===== src/rtl/ram_pkg.sv =====
// Shared constants and FSM encoding for the RAM-backed FIFO controller and the RAM block.
package ram_pkg;

    localparam int DATA_W = 16;
    localparam int ADDR_W = 5;
    localparam int DEPTH  = 32;

    localparam logic [ADDR_W:0]   CNT_ZERO = {(ADDR_W + 1){1'b0}};
    localparam logic [ADDR_W:0]   CNT_ONE  = {{ADDR_W{1'b0}}, 1'b1};
    localparam logic [ADDR_W:0]   CNT_FULL = (ADDR_W + 1)'(DEPTH);
    localparam logic [ADDR_W-1:0] PTR_ZERO = {ADDR_W{1'b0}};
    localparam logic [ADDR_W-1:0] PTR_ONE  = {{(ADDR_W - 1){1'b0}}, 1'b1};

    typedef enum logic [0:0] {
        IDLE    = 1'b0,
        RD_WAIT = 1'b1
    } state_e;

endpackage


===== src/rtl/ram_fifo_ctrl_if.sv =====
// Streaming handshake bundle: producer-side input channel and consumer-side output channel.
interface ram_fifo_ctrl_if;
    import ram_pkg::*;

    logic              in_valid;
    logic              in_ready;
    logic [DATA_W-1:0] in_data;
    logic              out_valid;
    logic              out_ready;
    logic [DATA_W-1:0] out_data;

    modport master (
        output in_valid, in_data, out_ready,
        input  in_ready, out_valid, out_data
    );

    modport slave (
        input  in_valid, in_data, out_ready,
        output in_ready, out_valid, out_data
    );

endinterface


===== src/rtl/ram_fifo_ctrl.sv =====
// FIFO controller sharing one single-port RAM between enqueue writes and in-order reads
// into an output register; reads win the port in IDLE, writes are always offered in RD_WAIT.
module ram_fifo_ctrl
    import ram_pkg::*;
(
    input  logic              clk,
    input  logic              rst_n,
    ram_fifo_ctrl_if.slave    s_if,
    output logic              ram_wrenable,
    output logic              ram_rdenable,
    output logic [ADDR_W-1:0] ram_address,
    output logic [DATA_W-1:0] ram_data_in,
    input  logic [DATA_W-1:0] ram_data_out,
    output logic [ADDR_W:0]   count,
    output logic              full,
    output logic              empty
);

    state_e            state_q, state_d;
    logic [ADDR_W-1:0] wr_ptr_q, wr_ptr_d;
    logic [ADDR_W-1:0] rd_ptr_q, rd_ptr_d;
    logic [ADDR_W:0]   count_q, count_d;
    logic              out_valid_q, out_valid_d;
    logic [DATA_W-1:0] out_data_q, out_data_d;
    logic              rd_issue_s;
    logic              wr_issue_s;
    logic              in_ready_s;
    logic              full_s;

    // Port arbitration, pointer/count update and output-register next state
    always_comb begin
        state_d      = state_q;
        wr_ptr_d     = wr_ptr_q;
        rd_ptr_d     = rd_ptr_q;
        count_d      = count_q;
        out_valid_d  = out_valid_q;
        out_data_d   = out_data_q;
        rd_issue_s   = 1'b0;
        ram_address  = PTR_ZERO;
        ram_data_in  = {DATA_W{1'b0}};
        full_s       = (count_q == CNT_FULL);

        case (state_q)
            IDLE: begin
                if ((count_q != CNT_ZERO) && (!out_valid_q || s_if.out_ready)) begin
                    rd_issue_s = 1'b1;
                    state_d    = RD_WAIT;
                end else begin
                    state_d    = IDLE;
                end
            end
            RD_WAIT: state_d = IDLE;
            default: state_d = IDLE;
        endcase

        in_ready_s = !rd_issue_s && !full_s;
        wr_issue_s = s_if.in_valid && in_ready_s;

        if (rd_issue_s) begin
            ram_address = rd_ptr_q;
            rd_ptr_d    = rd_ptr_q + PTR_ONE;
            count_d     = count_q - CNT_ONE;
        end else if (wr_issue_s) begin
            ram_address = wr_ptr_q;
            ram_data_in = s_if.in_data;
            wr_ptr_d    = wr_ptr_q + PTR_ONE;
            count_d     = count_q + CNT_ONE;
        end else begin
            ram_address = PTR_ZERO;
        end

        // RAM data_out is valid in the cycle after the read edge, i.e. throughout RD_WAIT
        if (state_q == RD_WAIT) begin
            out_valid_d = 1'b1;
            out_data_d  = ram_data_out;
        end else if (out_valid_q && s_if.out_ready) begin
            out_valid_d = 1'b0;
        end else begin
            out_valid_d = out_valid_q;
        end
    end

    // State, pointer, count and output register
    always_ff @(posedge clk or negedge rst_n) begin
        if (!rst_n) begin
            state_q     <= IDLE;
            wr_ptr_q    <= PTR_ZERO;
            rd_ptr_q    <= PTR_ZERO;
            count_q     <= CNT_ZERO;
            out_valid_q <= 1'b0;
            out_data_q  <= {DATA_W{1'b0}};
        end else begin
            state_q     <= state_d;
            wr_ptr_q    <= wr_ptr_d;
            rd_ptr_q    <= rd_ptr_d;
            count_q     <= count_d;
            out_valid_q <= out_valid_d;
            out_data_q  <= out_data_d;
        end
    end

    assign ram_wrenable   = wr_issue_s;
    assign ram_rdenable   = rd_issue_s;
    assign s_if.in_ready  = in_ready_s;
    assign s_if.out_valid = out_valid_q;
    assign s_if.out_data  = out_data_q;
    assign count          = count_q;
    assign full           = full_s;
    assign empty          = (count_q == CNT_ZERO) && !out_valid_q && (state_q == IDLE);

endmodule


===== src/flat_wrapper.sv =====
// flat-port wrapper written by rule: the top's interface ports become plain ports
module ram_fifo_ctrl_flat import ram_pkg::*;
  (clk, rst_n, ram_wrenable, ram_rdenable, ram_address, ram_data_in, ram_data_out, count, full, empty, s_if_in_valid, s_if_in_data, s_if_out_ready, s_if_in_ready, s_if_out_valid, s_if_out_data);
  ram_fifo_ctrl_if s_if_i ();
  input  logic clk;
  input  logic rst_n;
  output logic ram_wrenable;
  output logic ram_rdenable;
  output logic [ADDR_W-1:0] ram_address;
  output logic [DATA_W-1:0] ram_data_in;
  input  logic [DATA_W-1:0] ram_data_out;
  output logic [ADDR_W:0] count;
  output logic full;
  output logic empty;
  input wire logic [$bits(s_if_i.in_valid)-1:0] s_if_in_valid;
  input wire logic [$bits(s_if_i.in_data)-1:0] s_if_in_data;
  input wire logic [$bits(s_if_i.out_ready)-1:0] s_if_out_ready;
  output wire logic [$bits(s_if_i.in_ready)-1:0] s_if_in_ready;
  output wire logic [$bits(s_if_i.out_valid)-1:0] s_if_out_valid;
  output wire logic [$bits(s_if_i.out_data)-1:0] s_if_out_data;
  assign s_if_i.in_valid = s_if_in_valid;
  assign s_if_i.in_data = s_if_in_data;
  assign s_if_i.out_ready = s_if_out_ready;
  assign s_if_in_ready = s_if_i.in_ready;
  assign s_if_out_valid = s_if_i.out_valid;
  assign s_if_out_data = s_if_i.out_data;
  ram_fifo_ctrl u_core (.clk(clk), .rst_n(rst_n), .s_if(s_if_i), .ram_wrenable(ram_wrenable), .ram_rdenable(ram_rdenable), .ram_address(ram_address), .ram_data_in(ram_data_in), .ram_data_out(ram_data_out), .count(count), .full(full), .empty(empty));
endmodule

===== config.mk =====
export PLATFORM = sky130hd
export DESIGN_NAME = ram_fifo_ctrl_flat
export DESIGN_NICKNAME = d
export VERILOG_FILES = /design/src/rtl/ram_pkg.sv /design/src/rtl/ram_fifo_ctrl_if.sv /design/src/rtl/ram_fifo_ctrl.sv /design/src/flat_wrapper.sv
export SDC_FILE = /design/constraint.sdc
export NUM_CORES = 1
export LEC_CHECK = 0
export ABC_AREA = 1
export CAP_MARGIN = 20
export CORE_MARGIN = 2
export CORE_UTILIZATION = 43
export CTS_BUF_LIST = sky130_fd_sc_hd__clkbuf_8
export CTS_CLUSTER_SIZE = 30
export DETAILED_ROUTE_END_ITERATION = 8
export GPL_TIMING_DRIVEN = 1
export PLACE_DENSITY = 0.8
export SYNTH_ARGS = -nofsm -noshare
export SYNTH_HDL_FRONTEND = slang
export SYNTH_SLANG_ARGS = --single-unit
export TNS_END_PERCENT = 100

===== constraint.sdc =====
create_clock -name clk -period 2.45 [get_ports clk]
set_input_delay 0.3675 -clock clk [delete_from_list [all_inputs] [get_ports clk]]
set_output_delay 0.3675 -clock clk [all_outputs]
set_load 0.01 [all_outputs]

Word-level counts from Yosys, hierarchy flattened
Index checks and enable logic that the tools add are counted. W data, S select, Z words.

Flip-flop bits (word level): 34. Logic and storage cells: 39.

Reductions and logical operators: 15. Bitwise operators: 2. Mux-type cells: 11. Equal/unequal tests: 1. Add/subtract/negate cells: 4.

Operators with widths (count): $mux W16 (2); $mux W6 (2); $add A5 B1 Y5 const B (2); $mux W5 (2); $add A6 B1 Y6 const B (1); $eq A6 B6 Y1 const B (1); $logic_and A1 B1 Y1 (6); $logic_not A6 Y1 (1); $reduce_bool A6 Y1 (1); $sub A6 B1 Y6 const B (1); $mux W1 (4); $reduce_bool A2 Y1 (2); $logic_not A1 Y1 (3); $not A1 Y1 (2); $pmux W1 S2 (1); $reduce_and A2 Y1 (1); $logic_or A1 B1 Y1 (1).

Logic depth before layout (Yosys ltp)
Depth in word-level cells: 10. Mapped depth: 13. Mapped depth without buffers: 13.

Least setup slack after synthesis
Ideal clock, no wire load.

Path type: reg-to-reg. From: register u_core.count_q[1] (netlist: u_core.count[1]). To: register u_core.count_q[5] (netlist: u_core.count[5]). Stages on the path, launching flop included: 14. Data arrival time: 1.776 ns. Clock period less this slack: 1.893 ns. Library setup time: 0.117 ns. Slack: 0.557 ns. Path through: dfrtp_1 nor2_1 nand3_2 nand2_4 inv_2 ha_1 a21oi_1 nand2_1 nand2_1 nand2_1 nand2_1 nand2_1 nand2_1 nand2_1.

Longest elaborated chain between the ends: 8. Elaborated cells between the ends (all ways): 14. Classes of those cells: add/sub: 2; eq/ne: 1; mux: 4; reduce/logical: 7.

RTL lines: from (decl) (RTL line ram_fifo_ctrl.sv:22) `logic [ADDR_W:0] count_q, count_d;`; from (signal assigned) (RTL line ram_fifo_ctrl.sv:96) `count_q <= count_d;`; $reduce_bool A6 Y1 (*) (RTL line ram_fifo_ctrl.sv:45) `if ((count_q != CNT_ZERO) && (!out_valid_q || s_if.out_ready)) begin`; $logic_and A1 B1 Y1 (*) (RTL line ram_fifo_ctrl.sv:45); $mux W1 (*) (RTL line ram_fifo_ctrl.sv:45); $mux W1 (*) (RTL line ram_fifo_ctrl.sv:43) `case (state_q)`; named net ram_rdenable (RTL line flat_wrapper.sv:8) `output logic ram_rdenable;`; $logic_not A1 Y1 (RTL line ram_fifo_ctrl.sv:56) `in_ready_s = !rd_issue_s && !full_s;`; $logic_and A1 B1 Y1 (RTL line ram_fifo_ctrl.sv:56); $logic_and A1 B1 Y1 (RTL line ram_fifo_ctrl.sv:57) `wr_issue_s = s_if.in_valid && in_ready_s;`; $reduce_bool A2 Y1 (no source line).

The timed path passes the listed nets; every way through them passes the cells marked *. The select of a mux whose other input is x is not followed. A chain may end at the register's enable or synchronous reset.

Worst setup path in the final report
From: register u_core.count_q[3] (netlist: u_core.count[3]). To: output port ram_data_in[11].

Longest elaborated chain between the ends: 9. Elaborated cells between the ends (all ways): 11. Classes of those cells: eq/ne: 1; mux: 4; reduce/logical: 6.

RTL lines: $reduce_bool A6 Y1 (RTL line ram_fifo_ctrl.sv:45); $logic_and A1 B1 Y1 (RTL line ram_fifo_ctrl.sv:45); $mux W1 (RTL line ram_fifo_ctrl.sv:45); $mux W1 (RTL line ram_fifo_ctrl.sv:43); $logic_not A1 Y1 (RTL line ram_fifo_ctrl.sv:56); $logic_and A1 B1 Y1 (RTL line ram_fifo_ctrl.sv:56); $logic_and A1 B1 Y1 (RTL line ram_fifo_ctrl.sv:57); $mux W16 (RTL line ram_fifo_ctrl.sv:63) `end else if (wr_issue_s) begin`; $mux W16 (*) (RTL line ram_fifo_ctrl.sv:59) `if (rd_issue_s) begin`; to (decl) (RTL line flat_wrapper.sv:10) `output logic [DATA_W-1:0] ram_data_in;`.

Mark *: on every way between the ends. The rest lies on a longest branch, timed or not.

==> flow_metrics.tcl <==
set metrics [dict create \
    synth_top_area_cell "dfrtp_1" \
    num_vias 1699 \
    ys_top_cells_by_area "dfrtp_1, mux2_2, nand2_1, inv_1, nor2_4" \
    synth_warnings 0 \
    cpPeakStageDelay_ps 400 \
    synth_nets 239 \
    post-route-min-period_ps 2380 \
    core_um2 4290 \
    worst_pin_slew_ps 424 \
    initial_core_util_pct 43.9 \
    syn_area_um2 1880 \
    wirelength_mm 4.87 \
    cts.path.max_buffers 2 \
    layout_commonest_cell "clkdlybuf4s50_1" \
    root_buffer "clkbuf_8" \
    syn_inst 196 \
    viasPerCell 4.77 \
    clk_pin_slew_ps 70 \
    max_cap_violations 0 \
    final_nets 346 \
    seq_area_frac_synth_pct 45.2 \
    dp_hpwl_mm 3.53 \
    slew_viol_final 0 \
    nFillCells 324 \
    layout_setup_ws_ps 72.7 \
    p_leak_nw 1.57 \
    gp_congestion 0.790 \
    placed_area_um2 2810 \
    instances_no_fill 356 \
    port_buffers 84 \
    slew_headroom_pct 71.7 \
    critPathCaptureType "output pin" \
    timing.rr.start "u_core.s_if.out_valid" \
    mostFrequentLayoutCells "clkdlybuf4s50_1, nand2_1, dfrtp_1" \
    grt-ovfl-total 0 \
    grt_pass1_wl_mm 8.10 \
    worstPathRequired_ps 2080 \
    r2r_cells 9 \
    fin_area_um2 3050 \
    ys_ff_latch 34 \
    drt_iter0_markers 107 \
    firstDrtPassIters 4 \
    cts_hold_buf 0 \
    max-vdd-ir-drop_v 0.000775 \
    r2r-end "u_core.count[4]" \
    cp_slowest_cell "dfrtp_1" \
    reg2reg_slack_ps 420 \
    yosysUniqueCellTypes 26 \
    fin_crit_sh_pct 97.0 \
    antenna_cells 0 \
    status "complete, no violations" \
    cts_made_buffers 5 \
    antenna_found_initial 0 \
    rows 24 \
    insertion_delay_ps 290 \
    dieArea_um2 4920 \
    setup_viol 0 \
    cp_max_fo 8 \
    dp_slack_ps 44.9 \
    grtUsageTotal_pct 20.9 \
    io_pins 85 \
    wire_per_inst_um 13.7 \
    rsz0062_at_grt "no" \
    grt_pass1_vias 1743 \
    fin_worst_skew_ps 7.44 \
    htreeDepth 2 \
    fmax_ghz 0.421 \
    cts_tree "yes" \
    grt_max_degree 35 \
    fin_setup_tns_ps 0 \
    clock_sinks 34 \
    die_h_um 70.2 \
    crit_chain "nor2_2, nand3_2, nand2_4, nand3_4, bufbuf_16, buf_4, nor2_4, clkdlybuf4s15_1" \
    placedCellCount 334 \
    cp_data_arrival_time_ps 2010 \
    antenna_left 0 \
    postSynthAreaPerCell_um2 9.61 \
    drive_gt1_share_pct 21.1 \
    die_w_um 70.2 \
    critPathBufInv 3 \
    hold_class "input pin to async pin" \
    cpLargestDelayFamily "buffers and inverters" \
    area_delta_synth_final_pct 61.7 \
    powerDensity_nw_per_um2 1320 \
    startpoint_type "flip-flop" \
    hold_viol_final 0 \
    crit_type "flip-flop to output pin" \
    drc 0 \
    synth_top_area_share_pct 45.2 \
]
==> timing repair <==
item	CTS	global route
pin swaps	5	1
gates resized for setup	15	8
setup buffers	13	0
setup endpoints to repair	23	7
gates cloned	1	0
==> flip-flops by register name, indices dropped and copies added, names as in the netlist <==
| name | cells |
|---|---|
| u_core.s_if.out_data | 16 |
| u_core.s_if.out_valid | 1 |
| u_core.state_q | 1 |
| u_core.wr_ptr_q | 5 |
| u_core.count | 6 |
| u_core.rd_ptr_q | 5 |
==> area by class of cell <==
class,count,area [um2],area share [%]
clock buffers,6,82.6,2.71
clock inverters,2,8.76,0.288
inverters,32,123,4.03
multi-input cells,124,861,28.3
flip-flops and latches,34,851,27.9
well taps,52,65.1,2.14
repair buffers,106,1050,34.6
==> routing by layer <==
metal	track usage [%]	wire length [um]
met1	24.2	1940
met4	9.19	126
met3	4.04	147
met2	37.5	2650
met5	0	0
==> kinds of logic after synthesis <==
family / share of synthesized area [%]
XOR/XNOR: 4.19
AO/OA/AOI/OAI: 4.52
AND/OR/NAND/NOR: 22.3
multiplexers: 9.57
flip-flops: 45.2
adder cells (fa/ha/maj): 5.05
buffers and inverters: 9.24
==> Yosys cell counts <==
library cell / n
o21ai_1: 1
mux2_2: 16
buf_2: 3
o21ai_0: 6
ha_1: 6
buf_6: 1
nand3_1: 10
buf_12: 1
o22ai_1: 3
xnor2_1: 3
inv_1: 30
nor2_1: 12
fa_1: 1
dfrtp_1: 34
nor3_1: 1
nor2_2: 1
nand2_1: 40
buf_4: 1
nor2_4: 10
nand2_4: 2
a21oi_4: 1
a21oi_1: 3
xor2_1: 6
nand3_2: 1
inv_2: 2
nand3_4: 1
==> how the worst max path moves through the flow <==
stage / from / to / slack [ps] / cells past startpoint
global placement: s_if_out_ready / ram_data_in[2] / 80 / 8
detailed placement: s_if_out_ready / ram_data_in[3] / 40 / 8
CTS: u_core.count[3] / ram_data_in[6] / 3 / 8
finish: u_core.count[3] / ram_data_in[11] / 70 / 8
global route: u_core.count[3] / ram_address[2] / 7 / 8
floorplan: u_core.count[1] / u_core.count[5] / 560 / 13
==> worst reg2reg max path, stage by stage (launching register included) <==
cell	delay, ps
dfrtp_1	430
a21oi_4	200
nand2_4	90
buf_4	160
buf_4	180
fa_1	420
o21ai_0	220
xor2_1	160
nand2_1	60
nand2_1	50
==> through the flow <==
step | power [mW] | util [%] | hold slack, ps
finish | 4.02 | 70.9 | 475
global route | 4.32 | 70.9 | 505
CTS | 4.03 | 70.5 | 479
detailed placement | 3.42 | 65.4 | 470
global placement | 3.34 | 65.4 | 461
floorplan | 2.41 | - | 71.9
==> power by group <==
group / leakage, nW / internal (mW) / switching, mW
clock: 0.0524 / 0.222 / 0.204
sequential: 0.406 / 0.853 / 0.190
combinational: 1.12 / 1.36 / 1.19
total: 1.57 / 2.43 / 1.59
Note: power is estimated with default switching activity, not from simulation.
